<file path="src/rtl/clz_pipe_pkg.sv">
// Shared definitions for the pipelined leading-bit counter.
// Mode encodings and elaboration-time helpers for stage placement.
package clz_pipe_pkg;

  localparam logic [1:0] CLZ_MODE_Z = 2'b00;
  localparam logic [1:0] CLZ_MODE_O = 2'b01;
  localparam logic [1:0] CLZ_MODE_S = 2'b10;

  function automatic int clog2(input int v);
    int r;
    r = 0;
    while ((1 << r) < v) r++;
    return r;
  endfunction

  // Tree levels packed into one register stage.
  function automatic int stage_spacing(
    input int levels,
    input int stages
  );
    return (levels + stages - 1) / stages;
  endfunction

  // Deepest tree level whose result is captured by register rank b.
  function automatic int cap_level(
    input int b,
    input int sp,
    input int levels
  );
    int top;
    top = (b + 1) * sp;
    if (top > levels) top = levels;
    return top - 1;
  endfunction

endpackage

</file>
<file path="src/rtl/clz_node.sv">
// One merge node of the leading-zero tree.
// Combines the upper and lower half results into a wider count.
module clz_node #(
  parameter int W = 1
) (
  input  logic         hi_v,
  input  logic [W-1:0] hi_c,
  input  logic         lo_v,
  input  logic [W-1:0] lo_c,
  output logic         v,
  output logic [W:0]   c
);

  // Upper half empty: count spans it and continues into the lower half.
  always_comb begin
    v = hi_v | lo_v;
    c = hi_v ? {1'b0, hi_c} : {1'b1, lo_c};
  end

endmodule

</file>
<file path="src/rtl/clz_pipe.sv">
// Pipelined leading zero/one/sign counter with normalised output.
// Tree levels are split across STAGES registers under one global enable.
module clz_pipe
  import clz_pipe_pkg::*;
#(
  parameter int BITS_IN  = 16,
  parameter int BITS_OUT = clog2(BITS_IN),
  parameter int STAGES   = 2
) (
  input  logic                clk,
  input  logic                rst_n,
  input  logic                in_valid,
  output logic                in_ready,
  input  logic [BITS_IN-1:0]  in_data,
  input  logic [1:0]          in_mode,
  output logic                out_valid,
  input  logic                out_ready,
  output logic [BITS_OUT:0]   out_count,
  output logic                out_found,
  output logic [BITS_IN-1:0]  out_norm
);

  localparam int BO = BITS_OUT;
  localparam int SP = stage_spacing(BO, STAGES);
  localparam int LS = (BO - 1) / SP;
  localparam logic [BO:0] CNT_FULL = (BO + 1)'(BITS_IN);
  localparam logic [BO:0] CNT_ONE  = (BO + 1)'(1);

  logic               adv;
  logic               acc;
  logic               rdy_q;
  logic [BITS_IN-1:0] x;

  assign adv      = !out_valid || out_ready;
  assign in_ready = adv && rdy_q;
  assign acc      = in_valid && in_ready;

  // Hold off acceptance until the first edge out of reset.
  always_ff @(posedge clk or negedge rst_n) begin
    if (!rst_n) rdy_q <= 1'b0;
    else        rdy_q <= 1'b1;
  end

  // Map every mode onto a plain leading-zero search.
  always_comb begin
    x = in_data;
    unique case (1'b1)
      in_mode == CLZ_MODE_O:
        x = ~in_data;
      in_mode == CLZ_MODE_S:
        x = {1'b0,
             in_data[BITS_IN-2:0] ^ in_data[BITS_IN-1:1]};
      default:
        x = in_data;
    endcase
  end

  for (genvar k = 0; k < BO; k++) begin : g_lvl
    localparam int N = BITS_IN >> (k + 1);
    logic [N-1:0]      v;
    logic [N-1:0][k:0] c;

    if (k == 0) begin : g_leaf
      for (genvar j = 0; j < N; j++) begin : g_n
        assign v[j] = x[2*j+1] | x[2*j];
        assign c[j] = !x[2*j+1];
      end
    end else begin : g_merge
      logic [2*N-1:0]        iv;
      logic [2*N-1:0][k-1:0] ic;

      if (k % SP == 0) begin : g_src_reg
        assign iv = g_reg[k/SP-1].v;
        assign ic = g_reg[k/SP-1].c;
      end else begin : g_src_comb
        assign iv = g_lvl[k-1].v;
        assign ic = g_lvl[k-1].c;
      end

      for (genvar j = 0; j < N; j++) begin : g_n
        clz_node #(
          .W (k)
        ) u_node (
          .hi_v (iv[2*j+1]),
          .hi_c (ic[2*j+1]),
          .lo_v (iv[2*j]),
          .lo_c (ic[2*j]),
          .v    (v[j]),
          .c    (c[j])
        );
      end
    end
  end

  for (genvar b = 0; b < STAGES - 1; b++) begin : g_reg
    localparam int L = cap_level(b, SP, BO);
    localparam int N = BITS_IN >> (L + 1);
    logic               vld;
    logic [BITS_IN-1:0] d;
    logic [1:0]         m;
    logic [N-1:0]       v;
    logic [N-1:0][L:0]  c;
    logic               vld_nx;
    logic [BITS_IN-1:0] d_nx;
    logic [1:0]         m_nx;
    logic [N-1:0]       v_nx;
    logic [N-1:0][L:0]  c_nx;

    if (b == 0) begin : g_in
      assign vld_nx = acc;
      assign d_nx   = in_data;
      assign m_nx   = in_mode;
    end else begin : g_prev
      assign vld_nx = g_reg[b-1].vld;
      assign d_nx   = g_reg[b-1].d;
      assign m_nx   = g_reg[b-1].m;
    end

    if (b <= LS) begin : g_tree
      assign v_nx = g_lvl[L].v;
      assign c_nx = g_lvl[L].c;
    end else begin : g_pass
      assign v_nx = g_reg[b-1].v;
      assign c_nx = g_reg[b-1].c;
    end

    // Intermediate rank: loads only when the whole pipe advances.
    always_ff @(posedge clk or negedge rst_n) begin
      if (!rst_n) begin
        vld <= 1'b0;
        d   <= '0;
        m   <= '0;
        v   <= '0;
        c   <= '0;
      end else if (adv) begin
        vld <= vld_nx;
        d   <= d_nx;
        m   <= m_nx;
        v   <= v_nx;
        c   <= c_nx;
      end
    end
  end

  logic               fvld;
  logic [BITS_IN-1:0] fd;
  logic [1:0]         fm;
  logic               fv;
  logic [BO-1:0]      fc;

  if (STAGES == 1) begin : g_fin_in
    assign fvld = acc;
    assign fd   = in_data;
    assign fm   = in_mode;
  end else begin : g_fin_reg
    assign fvld = g_reg[STAGES-2].vld;
    assign fd   = g_reg[STAGES-2].d;
    assign fm   = g_reg[STAGES-2].m;
  end

  if (LS == STAGES - 1) begin : g_fin_tree
    assign fv = g_lvl[BO-1].v[0];
    assign fc = g_lvl[BO-1].c[0];
  end else begin : g_fin_pass
    assign fv = g_reg[STAGES-2].v[0];
    assign fc = g_reg[STAGES-2].c[0];
  end

  logic [BO:0]        cnt_nx;
  logic [BITS_IN-1:0] norm_nx;

  // Final count: empty tree means full width; sign mode drops the MSB.
  always_comb begin
    cnt_nx = fv ? {1'b0, fc} : CNT_FULL;
    if (fm == CLZ_MODE_S) cnt_nx = cnt_nx - CNT_ONE;
    norm_nx = fd << cnt_nx;
  end

  // Output rank: results hold while the consumer stalls.
  always_ff @(posedge clk or negedge rst_n) begin
    if (!rst_n) begin
      out_valid <= 1'b0;
      out_count <= '0;
      out_found <= 1'b0;
      out_norm  <= '0;
    end else if (adv) begin
      out_valid <= fvld;
      out_count <= cnt_nx;
      out_found <= fv;
      out_norm  <= norm_nx;
    end
  end

endmodule

</file>
<file path="config.mk">
export PLATFORM = sky130hd
export DESIGN_NAME = clz_pipe
export DESIGN_NICKNAME = d
export VERILOG_FILES = /design/src/rtl/clz_pipe_pkg.sv /design/src/rtl/clz_node.sv /design/src/rtl/clz_pipe.sv
export SDC_FILE = /design/constraint.sdc
export NUM_CORES = 1
export LEC_CHECK = 0
export CAP_MARGIN = 5
export CORE_UTILIZATION = 50
export CTS_CLUSTER_DIAMETER = 100
export DETAILED_ROUTE_END_ITERATION = 12
export GPL_TIMING_DRIVEN = 0
export PLACE_DENSITY = 0.73
export SLEW_MARGIN = 30
export SYNTH_ARGS = -nofsm -noshare
export SYNTH_HDL_FRONTEND = slang
export SYNTH_SLANG_ARGS = --single-unit
</file>
<file path="constraint.sdc">
create_clock -name clk -period 3.1 [get_ports clk]
set_input_delay 0.775 -clock clk [delete_from_list [all_inputs] [get_ports clk]]
set_output_delay 0.775 -clock clk [all_outputs]
set_load 0.01 [all_outputs]
</file>
-- Yosys cells after proc, flatten, opt, wreduce, memory -nomap -nowiden
Cells that the tools add are included.
- add/sub/neg operators: 1
- eq/ne operators: 3
- shifts and indexed selects: 1
- mux-type cells: 10
- bitwise logic cells: 17
- reductions and logical operators: 12
- operators by type and width (kind ; count):
    $pmux 16 s2 ; 1
    $not 16->16 ; 1
    $shl 16x5->16 ; 1
    $or 1x1->1 ; 15
    $xor 15x15->15 ; 1
    $mux 5 ; 2
    $logic_not 1->1 ; 9
    $mux 2 ; 4
    $mux 3 ; 2
    $sub 5x1->5 const B ; 1
    $eq 2x2->1 const B ; 2
    $mux 4 ; 1
    $eq 2x1->1 const B ; 1
    $logic_and 1x1->1 ; 2
    $logic_or 1x1->1 ; 1
- register bits: 55
- bits of input ports: 22
- output and inout bits: 24
- word-level logic and storage cells: 57

-- Logic depth before layout (Yosys ltp)
- depth in word-level cells: 6
- depth in mapped cells: 13
- gate-level depth less buffers: 11

-- Modules after synthesis
Synthesis repeated with hierarchy kept, for this count alone.
- cells, all modules: 403
- area, all modules: 3611.0 um^2
- by module, submodules not included (module ; instances ; cells each ; area each (um^2) ; sequential area each (um^2)):
    clz_pipe ; 1 ; 378 ; 3402.0 ; 1376.3
    clz_node at g_lvl[1].g_merge.g_n[0].u_node ... ; 4 ; 3 ; 25.0 ; 0.0
    clz_node at g_lvl[2].g_merge.g_n[0].u_node ... ; 2 ; 4 ; 32.5 ; 0.0
    clz_node at g_lvl[3].g_merge.g_n[0].u_node ; 1 ; 5 ; 43.8 ; 0.0

-- Least setup slack after synthesis
OpenSTA, ideal clock, no wires.
- path type: flip-flop to flip-flop
- start point: register g_reg[0].v[3], in the netlist g_lvl[2].g_merge.iv[3]
- end point: register out_norm[6]
- library setup time: 0.127 ns
- arrival time: 2.570 ns
- required time: 2.973 ns
- setup slack: 0.402 ns
- cell stages (with the launch flop): 13
- path buffers: 1
- period minus slack after synthesis: 2.698 ns
- cells stage by stage: dfrtp_1 > buf_2 > nor2b_1 > a311oi_2 > inv_1 > ha_1 > nand3b_1 > and3_1 > nor4_1 > mux2i_1 > nor2_1 > a222oi_1 > inv_1
- cells in the longest elaborated chain, start to end: 6
- elaborated cells on any way between the ends: 8
- those cells by class: add/sub: 1; shift: 1; mux: 4; bitwise: 2
- RTL lines (element ; line ; text):
    from (decl) ; clz_pipe.sv:101 ; logic [N-1:0] v;
    from (signal assigned) ; clz_pipe.sv:139 ; v <= v_nx;
    $mux 3 / $or 1x1->1 (equally long branches) ; clz_node.sv:17, clz_node.sv:16 ;
    $mux 4 / $or 1x1->1 (equally long branches) ; clz_node.sv:17, clz_node.sv:16 ;
    $mux 5 * ; clz_pipe.sv:174 ; cnt_nx = fv ? {1'b0, fc} : CNT_FULL;
    $sub 5x1->5 ; clz_pipe.sv:175 ; if (fm == CLZ_MODE_S) cnt_nx = cnt_nx - CNT_ONE;
    $mux 5 * ; clz_pipe.sv:175 ;
    $shl 16x5->16 * ; clz_pipe.sv:176 ; norm_nx = fd << cnt_nx;
    to (signal assigned) ; clz_pipe.sv:190 ; out_norm <= norm_nx;
    to (decl) ; clz_pipe.sv:20 ; output logic [BITS_IN-1:0] out_norm
Every way passes the cells marked *; elsewhere a longest branch is shown, timed or not.
A chain may end at the register's enable or synchronous reset.

-- Worst setup path in the final report
- start point: input out_ready
- end point: output in_ready
- cells in the longest elaborated chain, start to end: 2
- RTL lines (element ; line ; text):
    from (decl) ; clz_pipe.sv:17 ; input logic out_ready,
    $logic_or 1x1->1 ; clz_pipe.sv:34 ; assign adv = !out_valid || out_ready;
    $logic_and 1x1->1 ; clz_pipe.sv:35 ; assign in_ready = adv && rdy_q;
    to (decl) ; clz_pipe.sv:13 ; output logic in_ready,
Every way passes these cells.

==> impl_metrics.env <==
export IMPL_status="finished, final reports clean"
export IMPL_synth_top_family_by_area="simple AND/OR/NAND/NOR gates"
export IMPL_synth_area_um2=3280
export IMPL_path_class="in -> out"
export IMPL_cts_root_buffer="clkbuf_8"
export IMPL_synth_edf_count=0
export IMPL_drt_iter0_markers=142
export IMPL_dpl_hpwl_mm=6.19
export IMPL_area_growth_syn_to_layout_pct=22.4
export IMPL_cp_end_kind="output port"
export IMPL_port_buffers=42
export IMPL_wl_per_cell_um=15.9
export IMPL_antenna_found_initial=0
export IMPL_wl_mm=8.17
export IMPL_maxCapViolCount=0
export IMPL_dpl_cell_count=502
export IMPL_maxSlewHeadroom_pct=53.1
export IMPL_design_core_area_um2=6350
export IMPL_hold_buffers=0
export IMPL_start_util_pct=51.7
export IMPL_synth_distinct_cells=49
export IMPL_die_h_um=83
export IMPL_insertedDiodeCount=0
export IMPL_gr_usage_all_layers_pct=24.5
export IMPL_die_x_um=83
export IMPL_muxShareOfSynthArea_pct=9.84
export IMPL_grt_pass1_vias=2755
export IMPL_dieArea_um2=6890
export IMPL_clk_pin_slew_ps=100
export IMPL_vias_per_cell=5.81
export IMPL_setup_viol=0
export IMPL_synthAdderAreaFrac_pct=1.14
export IMPL_tritoncts="built"
export IMPL_finalCriticalPeriod_ps=2980
export IMPL_holdWs_ps=329
export IMPL_ys_warn_count=0
export IMPL_p_per_area_nw_per_um2=647
export IMPL_drt_first_pass_iters=4
export IMPL_ys_dominant_reg_cell="dfrtp_1"
export IMPL_r2r_slack_ps=180
export IMPL_synth_cells=382
export IMPL_worst_skew_pair_late_latency_ps=310
export IMPL_worst_slew_pin_slew_ps=696
export IMPL_drv_slew=0
export IMPL_leakage_uw=0.00173
export IMPL_rows=29
export IMPL_required_ps=2320
export IMPL_ys_seq_area_share_pct=42.0
export IMPL_ys_async_sr_fraction_pct=100
export IMPL_clock_skew_ps=14.0
export IMPL_yosys_area_share_simple_pct=21.3
export IMPL_cp_max_fo=10
export IMPL_layout_nets=460
export IMPL_io_pins=46
export IMPL_ir_worst_vdd_mv=0.411
export IMPL_fmax_mhz=335
export IMPL_place_gp_congestion=0.965
export IMPL_fin_cells=513
export IMPL_drive_gt1_share_pct=9.63
export IMPL_h_tree_depth=2
export IMPL_synth_fp_nets=407
export IMPL_clock_path_buffers=2
export IMPL_holdCritPathClass="in -> async"
export IMPL_syn_avg_cell_area_um2=8.59
export IMPL_synth_compound_area_share_pct=19.9
export IMPL_synth_seq_cells=55
export IMPL_overflow=0
export IMPL_tns_ps=0
export IMPL_fin_crit_sh_pct=96.3
export IMPL_report_final_hold_viol_count=0
export IMPL_numCtsBuffers=5
export IMPL_synth_xor_area_share_pct=1.64
export IMPL_antenna_left=0
export IMPL_cts_sinks=55
export IMPL_critPathArrivalTime_ps=2210
export IMPL_via_count=2980
export IMPL_drc=0
export IMPL_grt_pass1_wl_mm=13.6
export IMPL_power_uw=2600
export IMPL_grt_max_degree=37
export IMPL_start_kind="primary input"
worst paths after layout:
| check | cells past startpoint | start | end |
|---|---|---|---|
| max in group asynchronous | 2 | rst_n | fd[11] |
| max | 5 | out_ready | in_ready |
| min | 1 | rst_n | out_count[2] |
| min in group clk | 1 | fvld | out_valid |
| min reg2reg | 1 | fvld | out_valid |
| max reg2reg | 13 | g_lvl[2].g_merge.iv[3] | out_norm[14] |
through the flow:
step / cell area (um2) / utilization (%) / setup WS, ps
global placement: 3800 / 59.8 / -470
global route: 4020 / 63.3 / -37.1
CTS: 3940 / 62.1 / 28.8
detailed placement: 3810 / 60.1 / -500
finish: 4020 / 63.3 / 116
floorplan: 3280 / - / 402
worst max-delay path: stages:
cell	delay, ps
clkdlybuf4s50_1	470
nand2b_4	140
clkbuf_8	170
and2_1	120
clkdlybuf4s50_1	530
layout by cell type (no fill, tap or decap), drive strengths merged, types with 7 or more instances in the layout:
master	netlist	layout
inv	9	9
nor2b	11	11
clkdlybuf4s50	0	41
o21ai	19	19
mux2i	24	24
nand2	75	75
clkbuf	20	27
buf	6	12
dfrtp	55	55
nor2	42	42
a21oi	30	30
a31oi	7	7
mux2	7	7
a22oi	9	9
synthesized netlist by cell type (all sizes together), types with 2 or more instances:
cell type	n	share of area (%)
nor4	3	0.76
xnor2	2	0.53
nand3b	3	0.69
nor3	5	0.76
o21ai	19	2.9
inv	9	1.0
nand2b	6	1.1
nand2	75	8.6
clkbuf	20	2.3
o311ai	3	0.80
a22oi	9	2.1
a222oi	3	0.92
mux2i	24	7.3
dfrtp	55	42
mux2	7	2.5
nor3b	5	1.3
a31oi	7	1.3
a22o	3	0.80
xor2	2	1.1
a21oi	30	4.6
o31a	4	1.1
o32ai	3	0.80
a211oi	2	0.99
o211ai	3	0.69
nand3	5	0.76
nor2b	11	2.1
buf	6	0.84
ha	3	1.1
o32a	2	0.61
nor2	42	4.8
report_power, final:
group          switching (uW)  leakage (uW)  total (uW)  internal, uW
clock network             230     0.0000515         434           205
logic                     602       0.00103        1170           570
registers                 109      0.000654         993           884
total                     942       0.00173        2600          1660
sequential cells by signal, indices dropped and copies added, names as in the netlist:
register	cells
fm	2
out_found	1
out_count	5
g_lvl.g_merge.iv	4
out_norm	16
fvld	1
rdy_q	1
out_valid	1
g_lvl.g_merge.ic	8
fd	16
timing repair:
item | in CTS | in global routing
setup endpoints to repair | 13 | 15
setup buffers | 0 | 5
resized for setup | 8 | 9
pin swaps | 0 | 2
logic make-up (layout without fill, tap and decap cells):
group,Yosys count,count (layout)
other,1,1
flip-flops,55,55
AND/OR/NAND/NOR,157,157
multiplexers,31,31
adder cells (fa/ha/maj),3,3
XOR/XNOR,4,4
buffers and inverters,35,89
AO/OA/AOI/OAI,96,96
layout make-up:
type / count / area (um2)
timing repair buffer: 48 / 475
clock buffer: 8 / 100
inverter: 9 / 33.8
fill: 540 / 2330
sequential: 55 / 1380
multi-input combinational: 292 / 1830
buffer: 24 / 108
tap: 77 / 96.3
per-layer routing:
metal	routed length, um	global-route usage, %	up-vias	share of wire (%)
met1	3650	32.3	1424	45
met3	329	3.68	16	4.0
met5	0	0	-	0
met4	220	9.72	0	2.7
met2	3970	40.8	94	49
li1	-	-	1446	-
(Power assumes the default switching activity.)
